[src/rtl/serv_rf_spram_arb.sv]
// serv_rf_spram_arb
// Arbitrates one single-port SRAM (1-cycle read latency, active-low enables)
// between the SERV register-file read port, a one-entry SERV write buffer and
// an optional host/debug port.
// Priority per cycle: SERV read > buffered SERV write > host op.
// Reads never stall. Writes are parked in the buffer and drain in the first
// cycle without a read. A read that hits the parked write is forwarded.
// Optional host port: define SERV_RF_ARB_HOST_EN to build it; without the
// macro the host inputs are ignored and the host outputs are tied to zero.
module serv_rf_spram_arb #(
  parameter int WIDTH = 8,
  parameter int DEPTH = 144,
  localparam int AW = $clog2(DEPTH)
) (
  input  logic             i_clk,
  input  logic             i_rst_n,
  // SERV read port
  input  logic             i_rd_req,
  input  logic [AW-1:0]    i_raddr,
  output logic             o_rvalid,
  output logic [WIDTH-1:0] o_rdata,
  // SERV write port
  input  logic             i_wen,
  input  logic [AW-1:0]    i_waddr,
  input  logic [WIDTH-1:0] i_wdata,
  output logic             o_wready,
  // host (debug) port
  input  logic             i_host_req,
  input  logic             i_host_we,
  input  logic [AW-1:0]    i_host_addr,
  input  logic [WIDTH-1:0] i_host_wdata,
  output logic             o_host_ack,
  output logic [WIDTH-1:0] o_host_rdata,
  // single-port SRAM
  output logic             o_sram_cen_n,
  output logic             o_sram_wen_n,
  output logic [AW-1:0]    o_sram_addr,
  output logic [WIDTH-1:0] o_sram_d,
  input  logic [WIDTH-1:0] i_sram_q,
  // sticky write-overflow flag
  output logic             o_err
);

  // write buffer
  logic             buf_valid_q, buf_valid_d;
  logic [AW-1:0]    buf_addr_q,  buf_addr_d;
  logic [WIDTH-1:0] buf_data_q,  buf_data_d;
  // read response tracking
  logic             rvalid_q,    rvalid_d;
  logic             fwd_q,       fwd_d;
  logic [WIDTH-1:0] fwd_data_q,  fwd_data_d;
  // overflow flag
  logic             err_q,       err_d;

  // arbitration helpers
  logic drain_s;
  logic load_s;
  logic host_grant_s;

  // Buffer drains only in a cycle with no SERV read; a new write may be
  // accepted in that same cycle because the old entry leaves at the edge.
  always_comb begin
    drain_s  = buf_valid_q & ~i_rd_req;
    o_wready = ~buf_valid_q | drain_s;
    load_s   = i_wen & o_wready;
  end

  // Next-state for write buffer, read response and overflow flag.
  always_comb begin
    buf_valid_d = buf_valid_q;
    buf_addr_d  = buf_addr_q;
    buf_data_d  = buf_data_q;
    err_d       = err_q;
    if (load_s) begin
      buf_valid_d = 1'b1;
      buf_addr_d  = i_waddr;
      buf_data_d  = i_wdata;
    end else if (drain_s) begin
      buf_valid_d = 1'b0;
    end else begin
      buf_valid_d = buf_valid_q;
    end
    if (i_wen & ~o_wready) begin
      err_d = 1'b1;
    end else begin
      err_d = err_q;
    end
    // Forwarding looks at the buffer as it stands this cycle, so a write
    // arriving together with the read is not visible to that read.
    rvalid_d   = i_rd_req;
    fwd_d      = i_rd_req & buf_valid_q & (buf_addr_q == i_raddr);
    fwd_data_d = buf_data_q;
  end

  // Datapath state registers.
  always_ff @(posedge i_clk or negedge i_rst_n) begin
    if (!i_rst_n) begin
      buf_valid_q <= 1'b0;
      buf_addr_q  <= '0;
      buf_data_q  <= '0;
      rvalid_q    <= 1'b0;
      fwd_q       <= 1'b0;
      fwd_data_q  <= '0;
      err_q       <= 1'b0;
    end else begin
      buf_valid_q <= buf_valid_d;
      buf_addr_q  <= buf_addr_d;
      buf_data_q  <= buf_data_d;
      rvalid_q    <= rvalid_d;
      fwd_q       <= fwd_d;
      fwd_data_q  <= fwd_data_d;
      err_q       <= err_d;
    end
  end

  assign o_rvalid = rvalid_q;
  assign o_rdata  = fwd_q ? fwd_data_q : i_sram_q;
  assign o_err    = err_q;

  // SRAM command from this cycle's arbitration; held idle while in reset.
  always_comb begin
    o_sram_cen_n = 1'b1;
    o_sram_wen_n = 1'b1;
    o_sram_addr  = '0;
    o_sram_d     = '0;
    if (!i_rst_n) begin
      o_sram_cen_n = 1'b1;
    end else if (i_rd_req) begin
      o_sram_cen_n = 1'b0;
      o_sram_addr  = i_raddr;
    end else if (buf_valid_q) begin
      o_sram_cen_n = 1'b0;
      o_sram_wen_n = 1'b0;
      o_sram_addr  = buf_addr_q;
      o_sram_d     = buf_data_q;
    end else if (host_grant_s) begin
      o_sram_cen_n = 1'b0;
      o_sram_wen_n = ~i_host_we;
      o_sram_addr  = i_host_addr;
      o_sram_d     = i_host_wdata;
    end else begin
      o_sram_cen_n = 1'b1;
    end
  end

`ifdef SERV_RF_ARB_HOST_EN

  typedef enum logic [1:0] {
    H_IDLE = 2'd0,
    H_WAIT = 2'd1,
    H_ACK  = 2'd2
  } host_state_e;

  host_state_e      host_state_q, host_state_d;
  logic [WIDTH-1:0] host_rdata_q, host_rdata_d;

  // Host only gets the SRAM when SERV has no read and nothing is buffered.
  assign host_grant_s = (host_state_q == H_IDLE) & i_host_req & ~i_rd_req
                        & ~buf_valid_q & i_rst_n;

  // Host FSM next state and read-data capture.
  always_comb begin
    host_state_d = host_state_q;
    host_rdata_d = host_rdata_q;
    case (host_state_q)
      H_IDLE: begin
        if (host_grant_s) begin
          host_state_d = i_host_we ? H_ACK : H_WAIT;
        end else begin
          host_state_d = H_IDLE;
        end
      end
      H_WAIT: begin
        host_rdata_d = i_sram_q;
        host_state_d = H_ACK;
      end
      H_ACK: begin
        host_state_d = H_IDLE;
      end
      default: begin
        host_state_d = H_IDLE;
      end
    endcase
  end

  // Host FSM state and read-data registers.
  always_ff @(posedge i_clk or negedge i_rst_n) begin
    if (!i_rst_n) begin
      host_state_q <= H_IDLE;
      host_rdata_q <= '0;
    end else begin
      host_state_q <= host_state_d;
      host_rdata_q <= host_rdata_d;
    end
  end

  assign o_host_ack   = (host_state_q == H_ACK);
  assign o_host_rdata = host_rdata_q;

`else

  logic unused_host;

  assign host_grant_s = 1'b0;
  assign o_host_ack   = 1'b0;
  assign o_host_rdata = '0;
  assign unused_host  = ^{i_host_req, i_host_we, i_host_addr, i_host_wdata};

`endif

endmodule
[config.mk]
export PLATFORM = sky130hd
export DESIGN_NAME = serv_rf_spram_arb
export DESIGN_NICKNAME = d
export VERILOG_FILES = /design/src/rtl/serv_rf_spram_arb.sv
export SDC_FILE = /design/constraint.sdc
export NUM_CORES = 1
export LEC_CHECK = 0
export ABC_CLOCK_PERIOD_IN_PS = 1590
export CORE_MARGIN = 5
export CORE_UTILIZATION = 36
export DETAILED_ROUTE_END_ITERATION = 10
export MAX_ROUTING_LAYER = met4
export PLACE_DENSITY = 0.79
export SYNTH_ARGS = -nofsm -noshare
export SYNTH_HDL_FRONTEND = slang
export SYNTH_SLANG_ARGS = --single-unit
[constraint.sdc]
create_clock -name i_clk -period 1.59 [get_ports i_clk]
set_input_delay 0.3975 -clock i_clk [delete_from_list [all_inputs] [get_ports i_clk]]
set_output_delay 0.3975 -clock i_clk [all_outputs]
set_load 0.01 [all_outputs]
==> run metrics <==
Setup crit start buf_valid_q; synth unique cells 24; FF+latch count, synth 28; status finished with violations; Clock Tree Root clkbuf_8; hold buffers post-CTS 0; flop2flop setup slack about 0.010 ns; CP endpoint kind primary output; chip height 72.9 um; Final HPWL DP approximately 3.1 mm; Leakage 0.00116 uW; WL per Instance 18.5 um; IO Port Bufs 64; Die Width about 73 um; Yosys warning total 0; Setup crit start kind flip-flop; cell with the most instances after synthesis dfrtp_1; Post-Route Setup TNS -3.04 ns; syn_area_per_cell ~13 um2; PwrDens about 800 nW/um2; vias per inst ~4.8; number of synthesized flops with an enable pin 0; CTS Sinks 28; vias in the first global route 1328; Setup-failing EPs final 25; Post-route DRC 0; Syn-to-layout area delta 77.1%; synthesized area 1430 um2; post-synth top area cell dfrtp_1; clk slew on worst S/H paths about 0.1 ns; global-route wire length before repair ~7 mm; final net count between 200 and 300; WS Path Type flip-flop to primary output; CP Capture Point o_sram_addr[1]; R2R cell count 7; layout cell share with drive strength beyond 1 between 50 and 60%; Detail Route Antenna Nets 0; Pins Over Slew Limit 0; Net Switching ~520 uW; Reg-to-Reg End buf_data_q[0]; cell count after synthesis 111; clock network fraction of total power 27.8%; min-delay worst type primary input to asynchronous set/reset pin; Initial Util between 30% and 40%; Antenna Cells 0; largest net degree at the start of global routing 17; residual overflow from global routing 0; Sw Share roughly 25%; GRT Total Usage a little under a fifth; failing checks setup timing; FF-to-FF Start buf_valid_q; Post-synth top flop dfrtp_1; combinational power share between 20 and 30%; CTS Buf Count 3; Worst EP arrival between 1 and 1.5 ns; DRT Pass-1 Iters 4; met1 wire length about 1.7 mm; Post-Route WL between 4 and 5 mm; routed wl met2 roughly 2.5 mm; top-area cell type share of the netlist area approximately 49%; Crit Path Max Fanout 8; CTS H-tree lvls 1; Initial DRC Count between 60 and 70; top sig layer met4; part of the power in registers between 40% and 50%; max-cap violations 0; sequential area share after synthesis 49.2%; Highest Clock Rate ~550 MHz; Synth area leaders dfrtp_1, mux2_2, mux2_4, buf_4, xnor2_1; fill cell count between 200 and 300; RSZ-0062 raised after global routing true; Worst Path Required 1.19 ns; row cnt 22; worst vdd ir just under 0.4 mV; Core ar. between 3000 and 4000 um2; Final Wtd Congestion 0.797; Tmin final around 1.8 ns; Tcrit/Tclk final 114%; P_int 1510 uW; via count between 1000 and 1500; clock buffer depth 2; CTS tree done; initial antenna violation count 0; WHS about 0.37 ns; clock latency at the later pin of the worst-skew pair between 0.2 and 0.3 ns; # IOs approximately 90; Met3 Wirelength between 200 and 250 um; Async SR Flop Fraction 100%; commonest cells in the netlist dfrtp_1, mux2_2, mux2_4, buf_4, nor2b_1; final hold vios 0; final setup margin -0.218 ns; die area around 5300 um2; Final Skew 0.00215 ns
-- power by group through the flow --
stage	combinational (uW)	sequential (uW)	clock [uW]
final	579	886	563
after global routing	615	899	602
after CTS	558	883	568
after detailed placement	482	888	0
after global placement	464	880	0
after floorplan	251	862	0
-- final cells by class --
cell class	instances	area [um2]	area share, %
multi-input cells	75	764	30.3
clock inverters	1	30.0	1.19
flip-flops and latches	28	701	27.8
clock buffers	3	41.3	1.64
well taps	48	60.1	2.38
repair buffers	93	927	36.7
-- what timing repair did --
action | 4_1_cts | 5_1_grt
buffers inserted | 9 | 1
endpoints found under the setup margin | 43 | 37
cloned | 1 | 0
pin swaps | 10 | 1
gates resized for setup | 160 | 8
-- per-layer routing --
layer / GRT usage [%] / vias to the layer above
met4: 9.02 / 0
met1: 20.7 / 589
met3: 1.38 / 8
met5: - / -
met2: 33.0 / 49
li1: - / 543
-- worst min path at each step --
stage	startpoint	end	slack [ns]	cells past startpoint
floorplan	i_rst_n	buf_addr_q[0]	0.10	0
global placement	buf_data_q[6]	fwd_data_q[6]	0.38	0
detailed placement	buf_data_q[4]	fwd_data_q[4]	0.38	0
CTS	i_rst_n	o_rvalid	0.38	2
global route	i_rst_n	buf_data_q[1]	0.38	2
finish	i_rst_n	o_rvalid	0.37	2
-- flip-flops by register name, indices dropped and copies added (netlist names) --
signal	cells
buf_valid_q	1
fwd_data_q	8
fwd_q	1
o_rvalid	1
buf_addr_q	8
o_err	1
buf_data_q	8
-- placed cells by master (no fill, tap or decap), types with 7 or more instances in the layout --
cell             count
mux2_4              22
clkdlybuf4s50_1     34
buf_4               15
xnor2_1              7
buf_2               12
conb_1               9
buf_6               24
nor2b_1              8
dfrtp_1             28
a22oi_2              8
-- cell families (layout without fill, tap and decap cells) --
family	Yosys count	count (layout)	synth area share, %
xor gates and xnor gates	8	8	4.92
DFF	28	28	49.2
muxes	24	24	21.6
buffers and inverters	16	97	8.34
AOI/OAI and AO/OA	10	10	5.18
and+or+nand+nor	24	24	10.5
other	1	9	0.263
-- through the flow --
step                      total power (uW)  cells  utilization (%)  area (um2)  setup WS, ns
after floorplan                       1110    119                -        1460        0.0415
after global routing                  2120    248             67.4        2520        -0.273
after CTS                             2010    247             66.4        2490        -0.186
after detailed placement              1370    233             58.7        2200        -0.720
final                                 2030    248             67.4        2520        -0.218
after global placement                1340    233             58.7        2200        -0.690
-- worst max-delay path: stages, from the launching register on --
cell and delay [ns]:
dfrtp_1 0.40, nor2b_4 0.13, buf_6 0.14, buf_6 0.11, a22oi_2 0.16, nor2b_1 0.06
buf_2 0.14
No activity file was read; power rests on OpenSTA's default activity.
